[config.mk]
export PLATFORM = sky130hd
export DESIGN_NAME = alu_result_collector
export DESIGN_NICKNAME = d
export VERILOG_FILES = /design/src/rtl/alu_result_collector.sv
export SDC_FILE = /design/constraint.sdc
export NUM_CORES = 1
export LEC_CHECK = 0
export CAP_MARGIN = 20
export CELL_PAD_IN_SITES_DETAIL_PLACEMENT = 0
export CELL_PAD_IN_SITES_GLOBAL_PLACEMENT = 2
export CORE_ASPECT_RATIO = 0.8
export CORE_MARGIN = 4
export CORE_UTILIZATION = 35
export CTS_CLUSTER_DIAMETER = 150
export DETAILED_ROUTE_END_ITERATION = 16
export DONT_BUFFER_PORTS = 1
export PLACE_DENSITY_LB_ADDON = 0.1
export SLEW_MARGIN = 5
export SYNTH_ARGS = -nofsm -noshare
export SYNTH_HDL_FRONTEND = slang
export SYNTH_SLANG_ARGS = --single-unit
[constraint.sdc]
create_clock -name clk -period 3.25 [get_ports clk]
set_input_delay 0.65 -clock clk [delete_from_list [all_inputs] [get_ports clk]]
set_output_delay 0.65 -clock clk [all_outputs]
set_load 0.02 [all_outputs]
[src/rtl/alu_result_collector.sv]
// ALU result collector: queues {low, high, sel} results and drains them onto a
// 32-bit valid/ready bus, low word first, updating HI/LO on wide-op completion.
module alu_result_collector #(
   parameter int word_size  = 32,
   parameter int SEL_W      = 6,
   parameter int DEPTH      = 4,
   parameter int WIDE_SEL_A = 2,
   parameter int WIDE_SEL_B = 6
) (
   input  logic                     clk,
   input  logic                     reset,
   input  logic                     res_valid,
   output logic                     res_ready,
   input  logic [word_size-1:0]     res_low,
   input  logic [word_size-1:0]     res_high,
   input  logic [SEL_W-1:0]         res_sel,
   output logic [word_size-1:0]     bus_data,
   output logic                     bus_valid,
   input  logic                     bus_ready,
   output logic                     bus_last,
   output logic [word_size-1:0]     hi_reg,
   output logic [word_size-1:0]     lo_reg,
   output logic [$clog2(DEPTH):0]   count
);

   localparam int PW = $clog2(DEPTH);
   localparam int CW = PW + 1;
   localparam logic [SEL_W-1:0] SEL_A = SEL_W'(WIDE_SEL_A);
   localparam logic [SEL_W-1:0] SEL_B = SEL_W'(WIDE_SEL_B);

   typedef enum logic [1:0] {IDLE, SEND_LO, SEND_HI} state_t;

   state_t               state;
   logic [word_size-1:0] mem_low  [DEPTH];
   logic [word_size-1:0] mem_high [DEPTH];
   logic [SEL_W-1:0]     mem_sel  [DEPTH];
   logic [PW-1:0]        wr_ptr;
   logic [PW-1:0]        rd_ptr;
   logic [PW-1:0]        nxt_ptr;

   logic                 push;
   logic                 pop;
   logic [word_size-1:0] head_low;
   logic [word_size-1:0] head_high;
   logic [SEL_W-1:0]     head_sel;
   logic [word_size-1:0] nxt_low;
   logic [SEL_W-1:0]     nxt_sel;
   logic                 nxt_avail;

   function automatic logic is_wide(input logic [SEL_W-1:0] s);
      return (s == SEL_A) || (s == SEL_B);
   endfunction

   assign res_ready = (count < CW'(DEPTH));
   assign push      = res_valid && res_ready;
   assign pop       = bus_valid && bus_ready && bus_last;

   assign head_low  = mem_low[rd_ptr];
   assign head_high = mem_high[rd_ptr];
   assign head_sel  = mem_sel[rd_ptr];
   assign nxt_ptr   = rd_ptr + PW'(1);

   // With only the head queued, the follow-on entry is the one being pushed
   // this very edge and is not in storage yet, so take it straight off the input.
   assign nxt_avail = (count != CW'(1)) || push;
   assign nxt_low   = (count == CW'(1)) ? res_low : mem_low[nxt_ptr];
   assign nxt_sel   = (count == CW'(1)) ? res_sel : mem_sel[nxt_ptr];

   always_ff @(posedge clk) begin
      if (push) begin
         mem_low[wr_ptr]  <= res_low;
         mem_high[wr_ptr] <= res_high;
         mem_sel[wr_ptr]  <= res_sel;
      end
   end

   always_ff @(posedge clk) begin
      if (reset) begin
         wr_ptr <= '0;
         rd_ptr <= '0;
         count  <= '0;
      end else begin
         if (push) wr_ptr <= wr_ptr + PW'(1);
         if (pop)  rd_ptr <= nxt_ptr;
         unique case ({push, pop})
            2'b10:   count <= count + CW'(1);
            2'b01:   count <= count - CW'(1);
            default: count <= count;
         endcase
      end
   end

   always_ff @(posedge clk) begin
      if (reset) begin
         state     <= IDLE;
         bus_data  <= '0;
         bus_valid <= 1'b0;
         bus_last  <= 1'b0;
         hi_reg    <= '0;
         lo_reg    <= '0;
      end else begin
         unique case (state)
            IDLE: begin
               if (count != '0) begin
                  bus_data  <= head_low;
                  bus_valid <= 1'b1;
                  bus_last  <= !is_wide(head_sel);
                  state     <= SEND_LO;
               end
            end
            SEND_LO: begin
               if (bus_ready) begin
                  if (bus_last) begin
                     if (nxt_avail) begin
                        bus_data <= nxt_low;
                        bus_last <= !is_wide(nxt_sel);
                        state    <= SEND_LO;
                     end else begin
                        bus_valid <= 1'b0;
                        bus_last  <= 1'b0;
                        state     <= IDLE;
                     end
                  end else begin
                     bus_data <= head_high;
                     bus_last <= 1'b1;
                     state    <= SEND_HI;
                  end
               end
            end
            SEND_HI: begin
               if (bus_ready) begin
                  lo_reg <= head_low;
                  hi_reg <= head_high;
                  if (nxt_avail) begin
                     bus_data <= nxt_low;
                     bus_last <= !is_wide(nxt_sel);
                     state    <= SEND_LO;
                  end else begin
                     bus_valid <= 1'b0;
                     bus_last  <= 1'b0;
                     state     <= IDLE;
                  end
               end
            end
            default: begin
               bus_valid <= 1'b0;
               bus_last  <= 1'b0;
               state     <= IDLE;
            end
         endcase
      end
   end

endmodule
# After elaboration in Yosys (flattened, before gate mapping)

Memory sizes are Yosys's and may differ from the RTL's. A register that Yosys moved wholly into a read port is not among the register bits.
Cells that the tools add are included.

Memories kept: 3
Memory bits (writable): 280
Flip-flop bits (word level): 107

Reductions and logical operators: 16
Order comparisons: 1
Muxes and demuxes: 35
Add/sub/neg operators: 4
Equality and inequality tests: 14

Memory list:

| memory   | words | width | rd ports | clocked after memory_dff | wr ports | line | source |
|---|---|---|---|---|---|---|---|
| mem_high | 4     | 32    | 1        | 1                        | 1        | 35   | `logic [word_size-1:0] mem_high [DEPTH];` |
| mem_low  | 4     | 32    | 2        | 1                        | 1        | 34   | `logic [word_size-1:0] mem_low [DEPTH];` |
| mem_sel  | 4     | 6     | 2        | 1                        | 1        | 36   | `logic [SEL_W-1:0] mem_sel [DEPTH];` |

Operator list:

| operator                                                                 | number |
|---|---|
| 32-bit 2-to-1 mux                                                        | 6 |
| 32-bit case mux with 3 select lines                                      | 1 |
| 2-bit 2-to-1 mux                                                         | 10 |
| 1-bit 2-to-1 mux                                                         | 13 |
| 6-bit by 2-bit equality test with 1-bit output (second input constant)   | 2 |
| 6-bit by 3-bit equality test with 1-bit output (second input constant)   | 2 |
| 2-bit inequality test (second input constant)                            | 4 |
| 4-bit AND reduction                                                      | 2 |
| 6-bit 2-to-1 mux                                                         | 1 |
| 1-bit case mux with 3 select lines                                       | 2 |
| 2-bit case mux with 3 select lines                                       | 1 |
| 3-bit case mux with 2 select lines                                       | 1 |
| 3-bit nonzero test                                                       | 2 |
| 2-bit by 1-bit adder with 2-bit output (second input constant)           | 2 |
| 2-bit by 1-bit equality test with 1-bit output (second input constant)   | 2 |
| 2-bit equality test (second input constant)                              | 2 |
| 3-bit by 1-bit adder with 3-bit output (second input constant)           | 1 |
| 3-bit by 1-bit equality test with 1-bit output (second input constant)   | 1 |
| 1-bit logical AND                                                        | 3 |
| 1-bit logical OR                                                         | 3 |
| 3-bit < comparator (second input constant)                               | 1 |
| 3-bit by 1-bit inequality test with 1-bit output (second input constant) | 1 |
| 3-bit AND reduction                                                      | 1 |
| 3-bit by 1-bit subtractor with 3-bit output (second input constant)      | 1 |
| other kinds (4)                                                          | 5 |

# Logic depth before layout (Yosys ltp)

Gate-level depths: netlist of run 1.
An unclocked memory read counts as a cell.

Word-level depth: 10
Depth in mapped cells: 9
Mapped depth without buffers: 7

# Least setup slack after synthesis of run 1

Ideal clock, no wire load.

Kind: input to register
Start point: input res_valid
End point: memory mem_high[1][0], enable pin
Path slack: -0.072 ns
Stages: 4
Setup time: 0.435 ns
Arrival: 2.887 ns
Buffers on the path: 2
Path through: buf_2 -> nor2b_1 -> clkbuf_1 -> and2_1

Word-level cells in the longest chain between the ends: 3

RTL lines:

| element                                | line | source |
|---|---|---|
| start, declared                        | 12   | `input logic res_valid,` |
| 1-bit logical AND                      | 55   | `assign push = res_valid && res_ready;` |
| 1-bit 2-to-1 mux                       | 70   | `if (push) begin` |
| 1-bit 2-to-1 mux (implied by the code) | 72   | `mem_high[wr_ptr] <= res_high;` |
| end, declared                          | 35   |  |

No other way between the ends.

# Worst setup path after layout of run 1

Start point: register state[1]
End point: register bus_data[27]

Word-level cells in the longest chain between the ends: 3

RTL lines:

| element                                                                      | line | source |
|---|---|---|
| start, declared                                                              | 33   | `state_t state;` |
| start signal, assigned                                                       | 95   | `state <= IDLE;` |
| start signal, assigned                                                       | 108  | `state <= SEND_LO;` |
| start signal, assigned                                                       | 117  | `state <= SEND_LO;` |
| 2-bit by 1-bit equality test with 1-bit output, or another cell as far along | 102  | `unique case (state)` |
| 2-bit inequality test (no line) / 3-bit nonzero test (equally long branches) | --   |  |
| 4-bit AND reduction (no line)                                                | --   |  |
| end signal, assigned                                                         | 105  | `bus_data <= head_low;` |
| end signal, assigned                                                         | 115  | `bus_data <= nxt_low;` |
| end signal, assigned                                                         | 124  | `bus_data <= head_high;` |
| end, declared                                                                | 17   | `output logic [word_size-1:0] bus_data,` |

Several ways; a longest one is shown, not always the timed one.
A chain may end at the register's enable or synchronous reset.

==> results of run 1 <==
[layout make-up]
cell class | instances | area, sq um | area share, %
sequential | 385 | 10500 | 58.3
multi-input combinational | 593 | 4980 | 27.7
clock buffer | 54 | 1140 | 6.33
tap | 603 | 754 | 4.20
timing repair buffer | 30 | 413 | 2.30
clock inverter | 23 | 143 | 0.793
inverter | 20 | 75.1 | 0.418
[worst max-delay path, delay by kind of cell, from the launching register on]
kind                     cells  cell delay (ns)
AO/OA/AOI/OAI                2             0.38
flip-flops                   1             0.42
buffers and inverters        1             0.31
AND/OR/NAND/NOR              3             0.84
adder cells (fa/ha/maj)      1             0.36
[stage by stage]
step | total power [mW] | setup slack (ns) | area (sq um) | hold slack [ns]
3_5_place_dp | 8.55 | 0.814 | 16700 | 0.521
6_report | 12.9 | 0.866 | 18000 | 0.157
2_1_floorplan | 7.70 | 0.673 | 15800 | 0.482
4_1_cts | 13.1 | 0.821 | 18000 | 0.113
5_1_grt | 13.5 | 0.700 | 18000 | 0.120
3_3_place_gp | 8.53 | 0.855 | 16700 | 0.501
[final timing paths]
path / end / cells after the start
worst max-delay path: bus_data[27] / 7
worst min-delay path: hi_reg[9] / 1
worst max register to register: bus_data[27] / 7
worst min register to register: state[0] / 2
[layer usage]
layer / vias up / track usage, %
met3: 50 / 5.62
met1: 4710 / 24.7
met2: 217 / 29.5
li1: 4130 / -
met4: 0 / 4.39
met5: - / 0
[cells by family (layout without fill, tap and decap cells)]
family	after synthesis	in the layout
and+or+nand+nor	218	218
AOI/OAI and AO/OA	237	237
adders and majority gates	14	14
xor gates and xnor gates	5	5
muxes	119	119
buffers and inverters	96	127
DFF	385	385
[cells in the mapped netlist (all sizes together) (6+ instances only)]
library cell / n / area share, %
edfxtp: 276 / 52
ha: 14 / 1.1
and2: 6 / 0.24
a31oi: 22 / 0.87
o21ai: 58 / 1.8
nor2: 16 / 0.44
mux4: 96 / 14
a221o: 10 / 0.63
a21oi: 105 / 3.3
a21o: 22 / 1.0
mux2i: 23 / 1.5
o221ai: 10 / 0.55
clkbuf: 38 / 0.90
buf: 38 / 1.4
dfxtp: 109 / 14
inv: 19 / 0.45
nand2: 175 / 4.1
[power breakdown]
part           switching [mW]  total, mW  leakage, nW  internal, mW
Sequential              0.599       6.30         3.42          5.71
Clock                    1.94       4.49        0.620          2.55
Combinational            1.28       2.07         1.76         0.797
Total                    3.81       12.9         5.80          9.05
==> results.sh, run 1 <==
export IMPL_finalSetupTns_ns=0
export IMPL_max_slew_worst_pin_slew_ns=0.855
export IMPL_hold_buffer_count_at_cts=0
export IMPL_most_common_cell_after_layout_fill_and_taps_aside="edfxtp_1"
export IMPL_synth_net_count=1162
export IMPL_number_of_optimization_iterations_in_the_first_detailed_route_pass=5
export IMPL_met3RoutedLength_um=3420
export IMPL_final_hold_violation_count=0
export IMPL_crit_path_top_delay_cell="dfxtp_1"
export IMPL_clock_root_buffer="clkbuf_16"
export IMPL_syn_inst=1074
export IMPL_share_of_cells_above_drive_strength_1_pct=18.4
export IMPL_post_route_period_util_pct=73.4
export IMPL_power_leakage_nw=5.80
export IMPL_synth_fa_ha_area_share_pct=1.11
export IMPL_power_density_nw_per_um2=716
export IMPL_grt_first_pass_wirelength_um=65400
export IMPL_synth_compound_gate_area_share_pct=8.78
export IMPL_postCtsSetupRepairBufs=0
export IMPL_top_regs="mem_high (128), mem_low (128)"
export IMPL_number_of_antenna_violations_at_the_first_check_in_global_routing=0
export IMPL_tritoncts_clock_tree="done"
export IMPL_grt_start_max_net_pins=79
export IMPL_layout_cells_non_filler=1708
export IMPL_yosys_area_share_xor_xnor_pct=0.277
export IMPL_crit_required_ns=3.74
export IMPL_num_io_pins=176
export IMPL_areaGrowthSynthToFinish_pct=13.5
export IMPL_route_final_wire_length_um=44800
export IMPL_fin_skew_ns=0.0171
export IMPL_mean_cell_area_of_the_mapped_netlist_sq_um=14.7
export IMPL_synth_enable_flop_cells=276
export IMPL_worst_r2r_startpoint="state[1]"
export IMPL_clock_path_buffers=3
export IMPL_slew_viol_final=0
export IMPL_endpoint_kind="register"
export IMPL_drt_iter0_drc=520
export IMPL_maxCapViolCount=0
export IMPL_drt_vias_per_instance=5.33
export IMPL_ys_types=48
export IMPL_setup_viol=0
export IMPL_layout_nets=1160
export IMPL_route_antenna_remaining_nets=0
export IMPL_rsz0062_at_grt="no"
export IMPL_clk_transition_reported_paths_ns=0.06
export IMPL_num_rows=69
export IMPL_fp_dieH_um=198
export IMPL_dp_cells=1631
export IMPL_port_buffers=0
export IMPL_drc=0
export IMPL_floorplan_core_area_sq_um=44500
export IMPL_worstPathCellList="ha_1 -> o21ba_1 -> or2_1 -> nor2_4 -> nor2_4 -> buf_4 -> a21o_1"
export IMPL_most_common_layout_cells="edfxtp_1, nand2_1, dfxtp_1, a21oi_1, mux4_2"
export IMPL_grtUsageTotal_pct=18.4
export IMPL_worst_endpoint_arrival_ns=2.88
export IMPL_fin_crit_ns=2.38
export IMPL_path_common_cell="nor2_4"
export IMPL_wl_per_cell_um=26.2
export IMPL_fillerInstances=4182
export IMPL_synth_top_family_by_area="multiplexers"
export IMPL_startpoint="state[1]"
export IMPL_critical_path_peak_fanout=14
export IMPL_cts_resized=0
export IMPL_synth_simple_gate_area_share_pct=5.86
export IMPL_worst_path_class_setup="reg2reg"
export IMPL_floorplan_initialDensity_pct=35.6
export IMPL_synth_main_ff_cell="edfxtp_1"
export IMPL_dpl_hpwl_um=28200
export IMPL_gp_congestion=0.721
export IMPL_synth_area_mux_share_pct=15.1
export IMPL_regToRegSetupSlack_ns=0.87
export IMPL_gr_total_overflow=0
export IMPL_htree_levels=2
export IMPL_floorplan_die_area_sq_um=48700
export IMPL_top_signal_layer_used="met4"
export IMPL_cts_sink_count=385
export IMPL_share_of_flip_flops_with_an_asynchronous_set_or_reset_pct=0
export IMPL_cp_start_kind="register"
export IMPL_route_met2_wl_um=21200
export IMPL_worstHoldStart="reset"
export IMPL_insertion_delay_ns=0.56
export IMPL_cts_buffers_inserted=42
export IMPL_die_x_um=246
export IMPL_syn_cell_area_sq_um=15800
export IMPL_outcome="finished clean"
export IMPL_max_slew_headroom_pct=43.0
export IMPL_antenna_cells=0
export IMPL_slowest_delay_ns=0.42
export IMPL_achievable_frequency_ghz=0.419
export IMPL_ys_seq_area_share_pct=66.1
export IMPL_worst_ir_drop_vdd_v=0.000351
export IMPL_vias=9107
export IMPL_utilization_pct=40.4
export IMPL_routed_metal_1_wire_length_um=19500
export IMPL_yosys_warnings=0
export IMPL_min_path_type="in2reg"
export IMPL_yosys_register_bits=385
export IMPL_number_of_global_route_vias_before_repair=9491
(Power assumes the default switching activity.)
==> run 2, diff against run 1 <==
--- a/config.mk
+++ b/config.mk
@@ -5,6 +5,7 @@
 export SDC_FILE = /design/constraint.sdc
 export NUM_CORES = 1
 export LEC_CHECK = 0
+export ABC_AREA = 1
 export CAP_MARGIN = 20
 export CELL_PAD_IN_SITES_DETAIL_PLACEMENT = 0
 export CELL_PAD_IN_SITES_GLOBAL_PLACEMENT = 2
==> constraint.sdc (replaced) <==
create_clock -name clk -period 2.1 [get_ports clk]
set_input_delay 0.42 -clock clk [delete_from_list [all_inputs] [get_ports clk]]
set_output_delay 0.42 -clock clk [all_outputs]
set_load 0.02 [all_outputs]
==> results.sh, run 2 <==
export IMPL_gp_congestion=0.762
export IMPL_comb_power_share_pct=26.0
export IMPL_cts_resized=0
export IMPL_slowest_delay_ns=0.40
export IMPL_maxCapViolCount=0
export IMPL_cp_start_kind="register"
export IMPL_mean_cell_area_of_the_mapped_netlist_sq_um=9.74
export IMPL_power_leakage_nw=7.42
export IMPL_fin_skew_ns=0.0155
export IMPL_share_of_flip_flops_with_an_asynchronous_set_or_reset_pct=0
export IMPL_yosys_register_bits=385
export IMPL_num_rows=71
export IMPL_route_final_wire_length_um=55200
export IMPL_yosys_warnings=0
export IMPL_setup_viol=0
export IMPL_fp_dieH_um=204
export IMPL_top_regs="mem_high (128), mem_low (128)"
export IMPL_number_of_antenna_violations_at_the_first_check_in_global_routing=2
export IMPL_slew_viol_final=0
export IMPL_synth_main_ff_cell="edfxtp_1"
export IMPL_multiInputGateArea_sq_um=5450
export IMPL_grt_start_max_net_pins=87
export IMPL_dpl_hpwl_um=33200
export IMPL_number_of_optimization_iterations_in_the_first_detailed_route_pass=5
export IMPL_rsz0062_at_grt="no"
export IMPL_num_io_pins=176
export IMPL_crit_required_ns=2.55
export IMPL_part_of_the_power_in_the_clock_network_pct=31.6
export IMPL_crit_path_top_delay_cell="dfxtp_1"
export IMPL_areaGrowthSynthToFinish_pct=18.8
export IMPL_route_antenna_remaining_nets=0
export IMPL_max_slew_headroom_pct=63.1
export IMPL_cts_buffers_inserted=44
export IMPL_worst_path_class_setup="reg2reg"
export IMPL_floorplan_die_area_sq_um=51500
export IMPL_synth_enable_flop_cells=276
export IMPL_worst_ir_drop_vdd_v=0.000705
export IMPL_htree_levels=2
export IMPL_ys_seq_area_share_pct=62.4
export IMPL_finalHoldWorstSlack_ns=0.152
export IMPL_drt_iter0_drc=797
export IMPL_switching_share_pct=35.3
export IMPL_ys_top_cells_by_count="nand2_1, edfxtp_1, o21ai_0"
export IMPL_gr_total_overflow=0
export IMPL_wl_per_cell_um=22.6
export IMPL_post_route_period_util_pct=89.9
export IMPL_grt_first_pass_wirelength_um=81100
export IMPL_clk_transition_reported_paths_ns=0.06
export IMPL_post_synth_top_count_cell="nand2_1"
export IMPL_layout_nets=1877
export IMPL_synth_net_count=1811
export IMPL_grtUsageTotal_pct=21.2
export IMPL_most_common_cell_after_layout_fill_and_taps_aside="nand2_1"
export IMPL_total_power_mw=24.2
export IMPL_clock_path_buffers=3
export IMPL_die_x_um=253
export IMPL_port_buffers=0
export IMPL_insertion_delay_ns=0.57
export IMPL_drt_vias_per_instance=5.14
export IMPL_synth_top_area_cell="edfxtp_1"
export IMPL_drc=0
export IMPL_max_slew_worst_pin_slew_ns=0.553
export IMPL_worstPathCellList="inv_1 -> ha_1 -> a21oi_1 -> inv_1 -> buf_4 -> nand3_1 -> nand3_1 -> nand2_1 -> a21oi_2"
export IMPL_fin_crit_ns=1.89
export IMPL_achievable_frequency_ghz=0.529
export IMPL_floorplan_initialDensity_pct=35.6
export IMPL_vias=12580
export IMPL_ff_latch_area_sq_um=10500
export IMPL_critical_path_peak_fanout=20
export IMPL_number_of_global_route_vias_before_repair=12181
export IMPL_floorplan_core_area_sq_um=47200
export IMPL_power_density_nw_per_um2=1210
export IMPL_total_switching_power_mw=8.53
export IMPL_final_hold_violation_count=0
export IMPL_seq_power_share_pct=42.4
export IMPL_ys_types=33
export IMPL_worst_endpoint_arrival_ns=2.34
export IMPL_most_common_layout_cells="nand2_1, edfxtp_1, o21ai_0, nand3_1, a21oi_1"
export IMPL_syn_inst=1723
export IMPL_share_of_cells_above_drive_strength_1_pct=9.64
export IMPL_tritoncts_clock_tree="done"
export IMPL_yosys_area_top_type_share_pct=49.4
export IMPL_syn_cell_area_sq_um=16800
export IMPL_clock_root_buffer="clkbuf_16"
export IMPL_min_path_type="in2reg"
export IMPL_internal_power_mw=15.7
export IMPL_fillerInstances=4573
export IMPL_endpoint_kind="register"
export IMPL_synth_area_leaders="edfxtp_1, dfxtp_1, nand2_1, o21ai_0, nand3_1"
export IMPL_outcome="finished clean"
export IMPL_cts_sink_count=385
==> run 2: worst paths after layout <==
path | from | end | cells past startpoint | slack, ns
min reg2reg | state[1] | state[1] | 2 | 0.53
max | state[1] | bus_data[29] | 9 | 0.21
max reg2reg | state[1] | bus_data[29] | 9 | 0.21
min | bus_ready | state[1] | 3 | 0.15
==> run 2: area by class of cell <==
class	count	share of cell area, %
tap	620	3.89
sequential	385	52.6
inverter	68	1.42
multi-input combinational	1153	27.4
clock inverter	17	0.829
clock buffer	65	6.38
timing repair buffer	137	7.55
antenna	1	0.0126
==> run 2: power groups by stage <==
stage / logic (mW) / clock network, mW / registers (mW)
3_5_place_dp: 6.14 / 0 / 10.4
3_3_place_gp: 6.13 / 0 / 10.4
5_1_grt: 7.00 / 8.18 / 10.4
6_report: 6.29 / 7.65 / 10.2
2_1_floorplan: 3.82 / 0 / 10.2
4_1_cts: 6.33 / 7.88 / 10.3
==> run 2: cell families after synthesis <==
logic type               share of synthesized area, %
AND/OR/NAND/NOR                                  18.4
adder cells (fa/ha/maj)                          1.04
XOR/XNOR                                       0.0522
buffers and inverters                            5.30
AO/OA/AOI/OAI                                    12.8
flip-flops                                       62.4
==> run 2: through the flow <==
step	worst slack (ns)	instances	TNS, ns	utilization [%]	area (sq um)
5_1_grt	0.0276	2446	0	42.3	19900
3_3_place_gp	0.189	2293	0	37.7	17800
2_1_floorplan	-0.138	1723	-34.14	-	16800
3_5_place_dp	0.231	2293	0	37.7	17800
4_1_cts	0.215	2445	0	42.3	19900
6_report	0.211	2446	0	42.3	19900
==> run 2: timing repair <==
item,in CTS,in global routing
buffers inserted,0,0
endpoints found under the hold margin,279,0
hold buffers,70,0
==> run 2: worst max-delay path, delay by kind of cell (launching register included) <==
family,cells,cell delay (ns)
AOI/OAI and AO/OA,2,0.31
adders and majority gates,1,0.28
buffers and inverters,3,0.43
DFF,1,0.40
and+or+nand+nor,3,0.32
==> run 2: routing by layer <==
layer / GRT usage, % / routed length [um]
met1: 30.4 / 25600
met2: 33.1 / 24600
met3: 4.87 / 4020
met4: 4.63 / 914
met5: 0 / 0
